<file path="config.mk">
export PLATFORM = sky130hd
export DESIGN_NAME = alu_exec_seq
export DESIGN_NICKNAME = d
export VERILOG_FILES = /design/src/rtl/alu_pkg.sv /design/src/rtl/alu_decode.sv /design/src/rtl/alu_exec_seq.sv
export SDC_FILE = /design/constraint.sdc
export NUM_CORES = 1
export LEC_CHECK = 0
export ABC_AREA = 0
export CAP_MARGIN = 30
export CORE_ASPECT_RATIO = 1.2
export CORE_MARGIN = 5
export CORE_UTILIZATION = 46
export DETAILED_ROUTE_END_ITERATION = 10
export MAX_ROUTING_LAYER = met4
export PLACE_DENSITY = 0.7
export SLEW_MARGIN = 40
export SYNTH_ARGS = -nofsm -noshare
export SYNTH_HDL_FRONTEND = slang
export SYNTH_SLANG_ARGS = --single-unit
</file>
<file path="constraint.sdc">
create_clock -name clk -period 4.6 [get_ports clk]
set_clock_uncertainty 0.2 [all_clocks]
set_input_delay 0.69 -clock clk [delete_from_list [all_inputs] [get_ports clk]]
set_output_delay 0.69 -clock clk [all_outputs]
set_load 0.02 [all_outputs]
</file>
<file path="src/rtl/alu_pkg.sv">
// Shared types and constants for the sequential EX-stage ALU: operation codes,
// FSM states, alu_op / funct7 encodings and the common funct3 decode table.
package alu_pkg;

  typedef enum logic [3:0] {
    ALU_AND     = 4'b0000,
    ALU_OR      = 4'b0001,
    ALU_ADD     = 4'b0010,
    ALU_XOR     = 4'b0011,
    ALU_SLL     = 4'b0100,
    ALU_SRL     = 4'b0101,
    ALU_SUB     = 4'b0110,
    ALU_SRA     = 4'b0111,
    ALU_SLT     = 4'b1000,
    ALU_SLTU    = 4'b1001,
    ALU_MUL     = 4'b1010,
    ALU_MULHU   = 4'b1011,
    ALU_ILLEGAL = 4'b1111
  } alu_op_e;

  typedef enum logic [1:0] {
    ST_IDLE = 2'b00,
    ST_MUL  = 2'b01,
    ST_HOLD = 2'b10
  } state_e;

  localparam logic [1:0] ALU_OP_LS = 2'b00;
  localparam logic [1:0] ALU_OP_BR = 2'b01;
  localparam logic [1:0] ALU_OP_R  = 2'b10;
  localparam logic [1:0] ALU_OP_I  = 2'b11;

  localparam logic [6:0] F7_BASE   = 7'b0000000;
  localparam logic [6:0] F7_ALT    = 7'b0100000;
  localparam logic [6:0] F7_MULDIV = 7'b0000001;

  // Base-encoding funct3 table shared by R-type and I-type instructions.
  function automatic alu_op_e baseOp(input logic [2:0] funct3);
    alu_op_e op;
    case (funct3)
      3'b000:  op = ALU_ADD;
      3'b001:  op = ALU_SLL;
      3'b010:  op = ALU_SLT;
      3'b011:  op = ALU_SLTU;
      3'b100:  op = ALU_XOR;
      3'b101:  op = ALU_SRL;
      3'b110:  op = ALU_OR;
      default: op = ALU_AND;
    endcase
    return op;
  endfunction

endpackage

</file>
<file path="src/rtl/alu_decode.sv">
// Combinational decoder from alu_op/funct3/funct7 to an ALU operation code.
// The MUL/MULHU encodings are recognised only when ALU_MUL_EN is defined.
module alu_decode
  import alu_pkg::*;
(
  input  logic [1:0] alu_op_i,
  input  logic [2:0] funct3_i,
  input  logic [6:0] funct7_i,
  output alu_op_e    op_o
);

  always_comb begin
    op_o = ALU_ILLEGAL;
    case (alu_op_i)
      ALU_OP_LS: op_o = ALU_ADD;
      ALU_OP_BR: op_o = ALU_SUB;
      ALU_OP_R: begin
        if (funct7_i == F7_BASE) begin
          op_o = baseOp(funct3_i);
        end else if (funct7_i == F7_ALT) begin
          if (funct3_i == 3'b000)      op_o = ALU_SUB;
          else if (funct3_i == 3'b101) op_o = ALU_SRA;
        end
`ifdef ALU_MUL_EN
        else if (funct7_i == F7_MULDIV) begin
          if (funct3_i == 3'b000)      op_o = ALU_MUL;
          else if (funct3_i == 3'b011) op_o = ALU_MULHU;
        end
`endif
      end
      ALU_OP_I: begin
        // Immediates occupy funct7 except for the shift encodings.
        op_o = baseOp(funct3_i);
        if (funct3_i == 3'b101 && funct7_i[5]) op_o = ALU_SRA;
        if (funct3_i == 3'b001 && funct7_i != F7_BASE) op_o = ALU_ILLEGAL;
      end
    endcase
  end

endmodule

</file>
<file path="src/rtl/alu_exec_seq.sv">
// EX-stage ALU with valid/ready handshake: single-cycle ops in one clock and,
// when ALU_MUL_EN is defined, an iterative shift-add multiplier for MUL/MULHU.
module alu_exec_seq
  import alu_pkg::*;
#(
  parameter int XLEN  = 32,
  parameter int CNT_W = $clog2(XLEN) + 1
) (
  input  logic            clk,
  input  logic            rst_n,
  input  logic            flush,
  input  logic            in_valid,
  output logic            in_ready,
  input  logic [1:0]      alu_op,
  input  logic [2:0]      funct3,
  input  logic [6:0]      funct7,
  input  logic [XLEN-1:0] op_a,
  input  logic [XLEN-1:0] op_b,
  output logic            out_valid,
  input  logic            out_ready,
  output logic [XLEN-1:0] result,
  output logic            zero,
  output logic            illegal
);

  localparam int SHW = $clog2(XLEN);

  if (XLEN < 8 || XLEN > 64 || CNT_W != $clog2(XLEN) + 1) begin : g_badParam
    $error("alu_exec_seq: XLEN must be 8..64 and CNT_W left at its derived value");
  end

  alu_op_e         opCode;
  state_e          state_q, state_d;
  logic            accept, isMul;
  logic [SHW-1:0]  shamt;
  logic [XLEN-1:0] aluRes, result_q, result_d;
  logic            zero_q, zero_d, illegal_q, illegal_d;

  alu_decode u_decode (
    .alu_op_i (alu_op),
    .funct3_i (funct3),
    .funct7_i (funct7),
    .op_o     (opCode)
  );

  assign shamt  = op_b[SHW-1:0];
  assign accept = in_valid & in_ready & ~flush;

  always_comb begin
    aluRes = '0;
    case (opCode)
      ALU_AND:  aluRes = op_a & op_b;
      ALU_OR:   aluRes = op_a | op_b;
      ALU_ADD:  aluRes = op_a + op_b;
      ALU_XOR:  aluRes = op_a ^ op_b;
      ALU_SLL:  aluRes = op_a << shamt;
      ALU_SRL:  aluRes = op_a >> shamt;
      ALU_SUB:  aluRes = op_a - op_b;
      ALU_SRA:  aluRes = $signed(op_a) >>> shamt;
      ALU_SLT:  aluRes = {{(XLEN-1){1'b0}}, $signed(op_a) < $signed(op_b)};
      ALU_SLTU: aluRes = {{(XLEN-1){1'b0}}, op_a < op_b};
      default:  aluRes = '0;
    endcase
  end

`ifdef ALU_MUL_EN
  logic [2*XLEN-1:0] acc_q, mcand_q, accSum;
  logic [XLEN-1:0]   mplier_q;
  logic [CNT_W-1:0]  cnt_q;
  logic              mulHigh_q, mulDone;

  assign isMul   = (opCode == ALU_MUL) || (opCode == ALU_MULHU);
  assign accSum  = acc_q + (mplier_q[0] ? mcand_q : '0);
  assign mulDone = (state_q == ST_MUL) && (cnt_q == CNT_W'(1));

  // One multiplier bit per clock; the multiplicand walks left as the multiplier walks right.
  always_ff @(posedge clk or negedge rst_n) begin
    if (!rst_n) begin
      acc_q     <= '0;
      mcand_q   <= '0;
      mplier_q  <= '0;
      cnt_q     <= '0;
      mulHigh_q <= 1'b0;
    end else if (flush) begin
      cnt_q <= '0;
    end else if (accept && isMul) begin
      acc_q     <= '0;
      mcand_q   <= {{XLEN{1'b0}}, op_a};
      mplier_q  <= op_b;
      cnt_q     <= CNT_W'(XLEN);
      mulHigh_q <= (opCode == ALU_MULHU);
    end else if (state_q == ST_MUL) begin
      acc_q    <= accSum;
      mcand_q  <= {mcand_q[2*XLEN-2:0], 1'b0};
      mplier_q <= {1'b0, mplier_q[XLEN-1:1]};
      cnt_q    <= cnt_q - CNT_W'(1);
    end
  end
`else
  assign isMul = 1'b0;
`endif

  always_comb begin
    result_d  = result_q;
    zero_d    = zero_q;
    illegal_d = illegal_q;
    if (accept && !isMul) begin
      result_d  = aluRes;
      zero_d    = (aluRes == '0);
      illegal_d = (opCode == ALU_ILLEGAL);
    end
`ifdef ALU_MUL_EN
    else if (!flush && mulDone) begin
      result_d  = mulHigh_q ? accSum[2*XLEN-1:XLEN] : accSum[XLEN-1:0];
      zero_d    = (result_d == '0);
      illegal_d = 1'b0;
    end
`endif
  end

  always_ff @(posedge clk or negedge rst_n) begin
    if (!rst_n) begin
      result_q  <= '0;
      zero_q    <= 1'b0;
      illegal_q <= 1'b0;
    end else begin
      result_q  <= result_d;
      zero_q    <= zero_d;
      illegal_q <= illegal_d;
    end
  end

  always_ff @(posedge clk or negedge rst_n) begin
    if (!rst_n) state_q <= ST_IDLE;
    else        state_q <= state_d;
  end

  always_comb begin
    state_d = state_q;
    if (flush) begin
      state_d = ST_IDLE;
    end else begin
      case (state_q)
        ST_IDLE, ST_HOLD: begin
          if (accept)                          state_d = isMul ? ST_MUL : ST_HOLD;
          else if (state_q == ST_HOLD && out_ready) state_d = ST_IDLE;
        end
`ifdef ALU_MUL_EN
        ST_MUL: if (mulDone) state_d = ST_HOLD;
`endif
        default: state_d = ST_IDLE;
      endcase
    end
  end

  always_comb begin
    in_ready  = (state_q == ST_IDLE) || (state_q == ST_HOLD && out_ready);
    out_valid = (state_q == ST_HOLD);
  end

  assign result  = result_q;
  assign zero    = zero_q;
  assign illegal = illegal_q;

endmodule

</file>
* Yosys cells after proc, flatten, opt, wreduce, memory -nomap -nowiden
Index checks and enable logic that the tools add are counted.
** Word-level totals
- Register bits :: 36
- Output and inout bits :: 36
- Logic and storage cells :: 64
** Operators by class
- Shifts and indexed selects :: 3
- Mux-type cells :: 13
- Magnitude comparators :: 2
- $add $sub $neg :: 2
- Bitwise gates (word level) :: 6
- Reduce and logical (&&, ||, !) cells :: 12
- Eq/ne operators :: 22
** Operator list (number)
- $pmux 32 s10 :: 1
- $lt 32x32->1 :: 2
- $add 32x32->32 :: 1
- $and 32x32->32 :: 1
- $logic_not 32->1 :: 1
- $or 32x32->32 :: 1
- $shl 32x5->32 :: 1
- $shr 32x5->32 :: 1
- $sshr 32x5->32 :: 1
- $sub 32x32->32 :: 1
- $xor 32x32->32 :: 1
- $pmux 4 s7 :: 1
- $mux 4 :: 6
- $eq 4x3->1 const B :: 4
- $pmux 4 s4 :: 1
- $eq 4x4->1 const B :: 3
- $eq 3x3->1 const B :: 3
- $eq 4x2->1 const B :: 2
- $mux 2 :: 4
- $eq 7x6->1 const B :: 1
- $logic_not 7->1 :: 1
- $reduce_bool 7->1 :: 1
- $eq 2x2->1 const B :: 3
- $eq 3x2->1 const B :: 2
- 12 further kinds :: 16

* Logic depth before layout (Yosys ltp)
- Depth in word-level cells :: 9
- Depth in mapped cells :: 17
- Depth with buffers taken out :: 14

* Cells and area by module
Synthesis repeated with hierarchy kept, for this count alone.
** Second synthesis, totals
- Cell total of the unflattened synthesis :: 1690
- Area, all modules :: 12254.3 um^2
** Modules (own cells, without submodules)
- alu_exec_seq :: cells an instance 1661, times used 1, area an instance 12055.3 um^2, seq. area each 875.8 um^2
- alu_decode :: cells an instance 29, times used 1, area an instance 198.9 um^2, seq. area each 0.0 um^2

* Least setup slack after synthesis
Ideal clock, no wire load.
- Path type :: input -> register
- From :: input op_b[4]
- To :: register zero_q, in the netlist zero
- Buffers on the path :: 2
- Path slack :: 265 ps
- Data arrival time :: 4055 ps
- Setup time :: 80 ps
- Stages on the path :: 15
- Data required time :: 4320 ps
- Path through :: inv_1 clkbuf_1 buf_1 ha_1 a21o_1 a31o_2 o211ai_1 a21oi_1 a211oi_2 o311ai_1 a221o_1 a2111oi_4 and4b_1 nand4_1 o22ai_2
** On the way
- Word-level cells in the longest chain between the ends :: 3
- Elaborated cells between the ends (all ways) :: 12
** RTL lines
- start: declaration :: RTL line alu_exec_seq.sv:18 : input logic [XLEN-1:0] op_b,
- $sub 32x32->32, or another cell as far along :: RTL line alu_exec_seq.sv:58 : ALU_SUB: aluRes = op_a - op_b;
- $pmux 32 s10 (*) :: RTL line alu_exec_seq.sv:51 : case (opCode)
- $logic_not 32->1 (*) :: RTL line alu_exec_seq.sv:109 : zero_d = (aluRes == '0);
- end signal: assignment :: RTL line alu_exec_seq.sv:128 : zero_q <= zero_d;
- end: declaration :: RTL line alu_exec_seq.sv:37 : logic zero_q, zero_d, illegal_q, illegal_d;
Mark *: on every way between the ends. The rest lies on a longest branch, timed or not.
A chain may end at the register's enable or synchronous reset.

* Final worst setup path
- From :: input op_a[14]
- To :: register zero_q, in the netlist zero
** On the way
- Word-level cells in the longest chain between the ends :: 3
- Elaborated cells between the ends (all ways) :: 12
** RTL lines
- start: declaration :: RTL line alu_exec_seq.sv:17 : input logic [XLEN-1:0] op_a,
- $sub 32x32->32, or another cell as far along :: RTL line alu_exec_seq.sv:58
- $pmux 32 s10 (*) :: RTL line alu_exec_seq.sv:51
- $logic_not 32->1 (*) :: RTL line alu_exec_seq.sv:109
Marks and branches as above.

==> impl_metrics.toml <==
[status]
status = "completed"

[die]
ios = 117
rows = 64
die-width_um = 156
core_mm2 = 0.0253
start_util = 0.462
die_area_mm2 = 0.0287
fp.dieH_um = 185

[route]
wl_met1_mm = 23.2
vias = 15300
dr.pass1.iters = 6
viasPerCell = 6.71
dr_wl_met3_mm = 5.91
dr.first_iter.drc_count = 2127
wl_per_cell_um = 26.9
ant_nets = 0
top_layer_used = "met4"
wirelength_mm = 61.5
route.met2.wl_mm = 27.7
drc_errors = 0

[grt]
grt_max_degree = 70
grt_remaining_overflow = 0
grt_pass1_vias = 14800
grtUsageTotal = 0.425
antenna_found_initial = 1
grt_pass1_wl_mm = 91.0

[timing]
worst_pin_slew_ps = 832
timing.hold.ws_ps = 307
fin_ws_ps = 46.0
setup_viol = 0
relSlewSlack = 0.439
min_period_ps = 4550
setup_tns_ps = 0
fmaxAchievable_mhz = 220
maxSlewViolCount = 0
final-hold-violation-count = 0
fin_crit_sh = 0.990
rsz0062_at_grt = "true"

[synthesis]
synthCells = 1604
ys.flop_type = "dfrtp_1"
ys_types = 108
yosysWarnings = 0
synth_top_cell_by_area = "ha_1"
netlist_area_mm2 = 0.0117
synth_edf_count = 0
synthArstFlopShare = 1.00
synth.avg_cell_area_um2 = 7.29
ys_seq_area_frac = 0.0749
ys_top_cells_by_area = "ha_1, dfrtp_1, a21oi_1, mux4_2, mux2i_1"
synth_top_area_share = 0.104
synth_nets = 1784
ys_seq_elements = 35

[clocking]
clock_path_buffers = 2
root_buffer = "clkbuf_16"
cts_made_buffers = 5
clkSinkCount = 35
clk_latency_ps = 290
path_clk_slew_ps = 60
htreeDepth = 2
cts_tree = "built"

[hold_path]
whs_path_depth = 2
min_path_type = "flop to flop"
hold_start = "result[13]"

[power]
vdd_drop_max_v = 0.000121
cellLeakagePower_uw = 0.00688
power.density_mw_per_mm2 = 205

[setup_path]
crit_path_start_kind = "primary input"
cp-end-kind = "flop"
cp_max_fo = 5
arrival_ps = 4570
worstRegToRegCells = 10
crit_start = "op_a[14]"
crit_type = "primary input to flop"
worstPathRequired_ps = 4610
r2r_start = "state_q[1]"

[final_layout]
drive_above_1_share = 0.261
fill_cells = 2390
area_growth_pct = 34.5
nets = 2132
finalNonFillerCells = 2284
final_area_mm2 = 0.0157

[placement]
place_area_mm2 = 0.0155
placed_cells = 2274
dpl.hpwl_mm = 50.5
dpl_worst_slack_ps = -377
port_buffers = 116
place.gp.congestion = 1.13

[run]
maxCapViolCount = 0
==> metal layers <==
metal | vias to the layer above | GRT usage
li1 | 6711 | -
met1 | 7247 | 0.524
met2 | 1093 | 0.666
met3 | 265 | 0.0559
met4 | 0 | 0.248
met5 | - | -
==> per-stage QoR <==
step / total power, µW / util
detailed placement: 2730 / 0.611
global route: 3370 / 0.622
floorplan: 1620 / -
global placement: 2710 / 0.611
CTS: 3150 / 0.618
finish: 3230 / 0.622
==> worst max-delay path: stages <==
cell,delay [ps]
clkdlybuf4s50_1,550
inv_1,150
ha_1,400
buf_4,170
a21oi_1,160
o21ai_1,130
a2111oi_2,360
a21oi_1,190
a211oi_2,360
o311ai_1,150
a221o_1,400
a2111oi_4,380
and4b_1,240
nand4_1,120
o22ai_2,110
==> power by group <==
| part | leakage, µW | switching, µW | internal [µW] |
|---|---|---|---|
| Clock | 0.0000869 | 127 | 269 |
| Sequential | 0.000409 | 34.3 | 379 |
| Combinational | 0.00638 | 1370 | 1050 |
| Total | 0.00688 | 1530 | 1700 |
==> layout make-up <==
type	count	area, µm²	area share
multi-input cells	1336	9890	0.628
repair buffers	462	3970	0.252
flip-flops and latches	35	876	0.0556
inverters	112	420	0.0267
well taps	330	413	0.0262
clock buffers	6	139	0.00882
clock inverters	2	35.0	0.00223
diodes	1	2.50	0.000159
==> Yosys cell counts (17+ instances only) <==
library cell  instances
a21oi_1             148
ha_1                 97
nor3_1               33
nor2_1              170
nand2_1             136
a21o_1               20
xnor2_1              17
o22ai_1              22
buf_2                49
clkbuf_1             45
o21ai_0              79
inv_1               108
o31ai_1              17
mux4_2               32
a31oi_1              17
o211ai_1             32
nand3_1              47
a211oi_1             34
o221ai_1             19
mux2_2               42
mux2i_1              66
dfrtp_1              35
==> worst paths after layout <==
| path | end | slack (ps) |
|---|---|---|
| worst max-delay path | zero | 50 |
| worst min-delay path | result[13] | 310 |
| worst max register to register | zero | 1820 |
| worst min register to register | result[13] | 310 |
| max in group asynchronous | result[27] | 3280 |
| min in group asynchronous | result[11] | 610 |
==> flip-flops by register name (all words and copies together), names as in the netlist <==
signal	cells
illegal	1
result	32
state_q	1
zero	1
==> cell families after synthesis <==
group,after synthesis,synth area share
mux,144,0.163
buf+inv,233,0.0899
flops,35,0.0749
simple gates,517,0.216
xor+xnor,19,0.0142
compound gates,556,0.334
fa+ha+maj,100,0.108
==> cell usage in the layout, fill, tap and decap left out, types with 18 or more instances in the layout <==
| cell | count |
|---|---|
| mux2i_1 | 66 |
| mux4_2 | 32 |
| dfrtp_1 | 35 |
| buf_12 | 18 |
| nand2_1 | 136 |
| a21oi_1 | 146 |
| inv_1 | 108 |
| buf_4 | 329 |
| ha_1 | 95 |
| clkdlybuf4s50_1 | 112 |
| o221ai_1 | 19 |
| mux2_2 | 42 |
| nand3_1 | 46 |
| a211oi_1 | 33 |
| o22ai_1 | 22 |
| nor3_1 | 30 |
| o21ai_0 | 79 |
| o211ai_1 | 32 |
| a21o_1 | 20 |
| nor2_1 | 170 |
==> repair_timing <==
item / in CTS / in global routing
setup endpoints to repair: 1 / 2
pin swaps: 0 / 9
setup buffers: 0 / 1
hold endpoints to repair: 0 / 0
gates resized for setup: 2 / 17
hold buffers: 0 / 0
No activity file was read; power rests on OpenSTA's default activity.
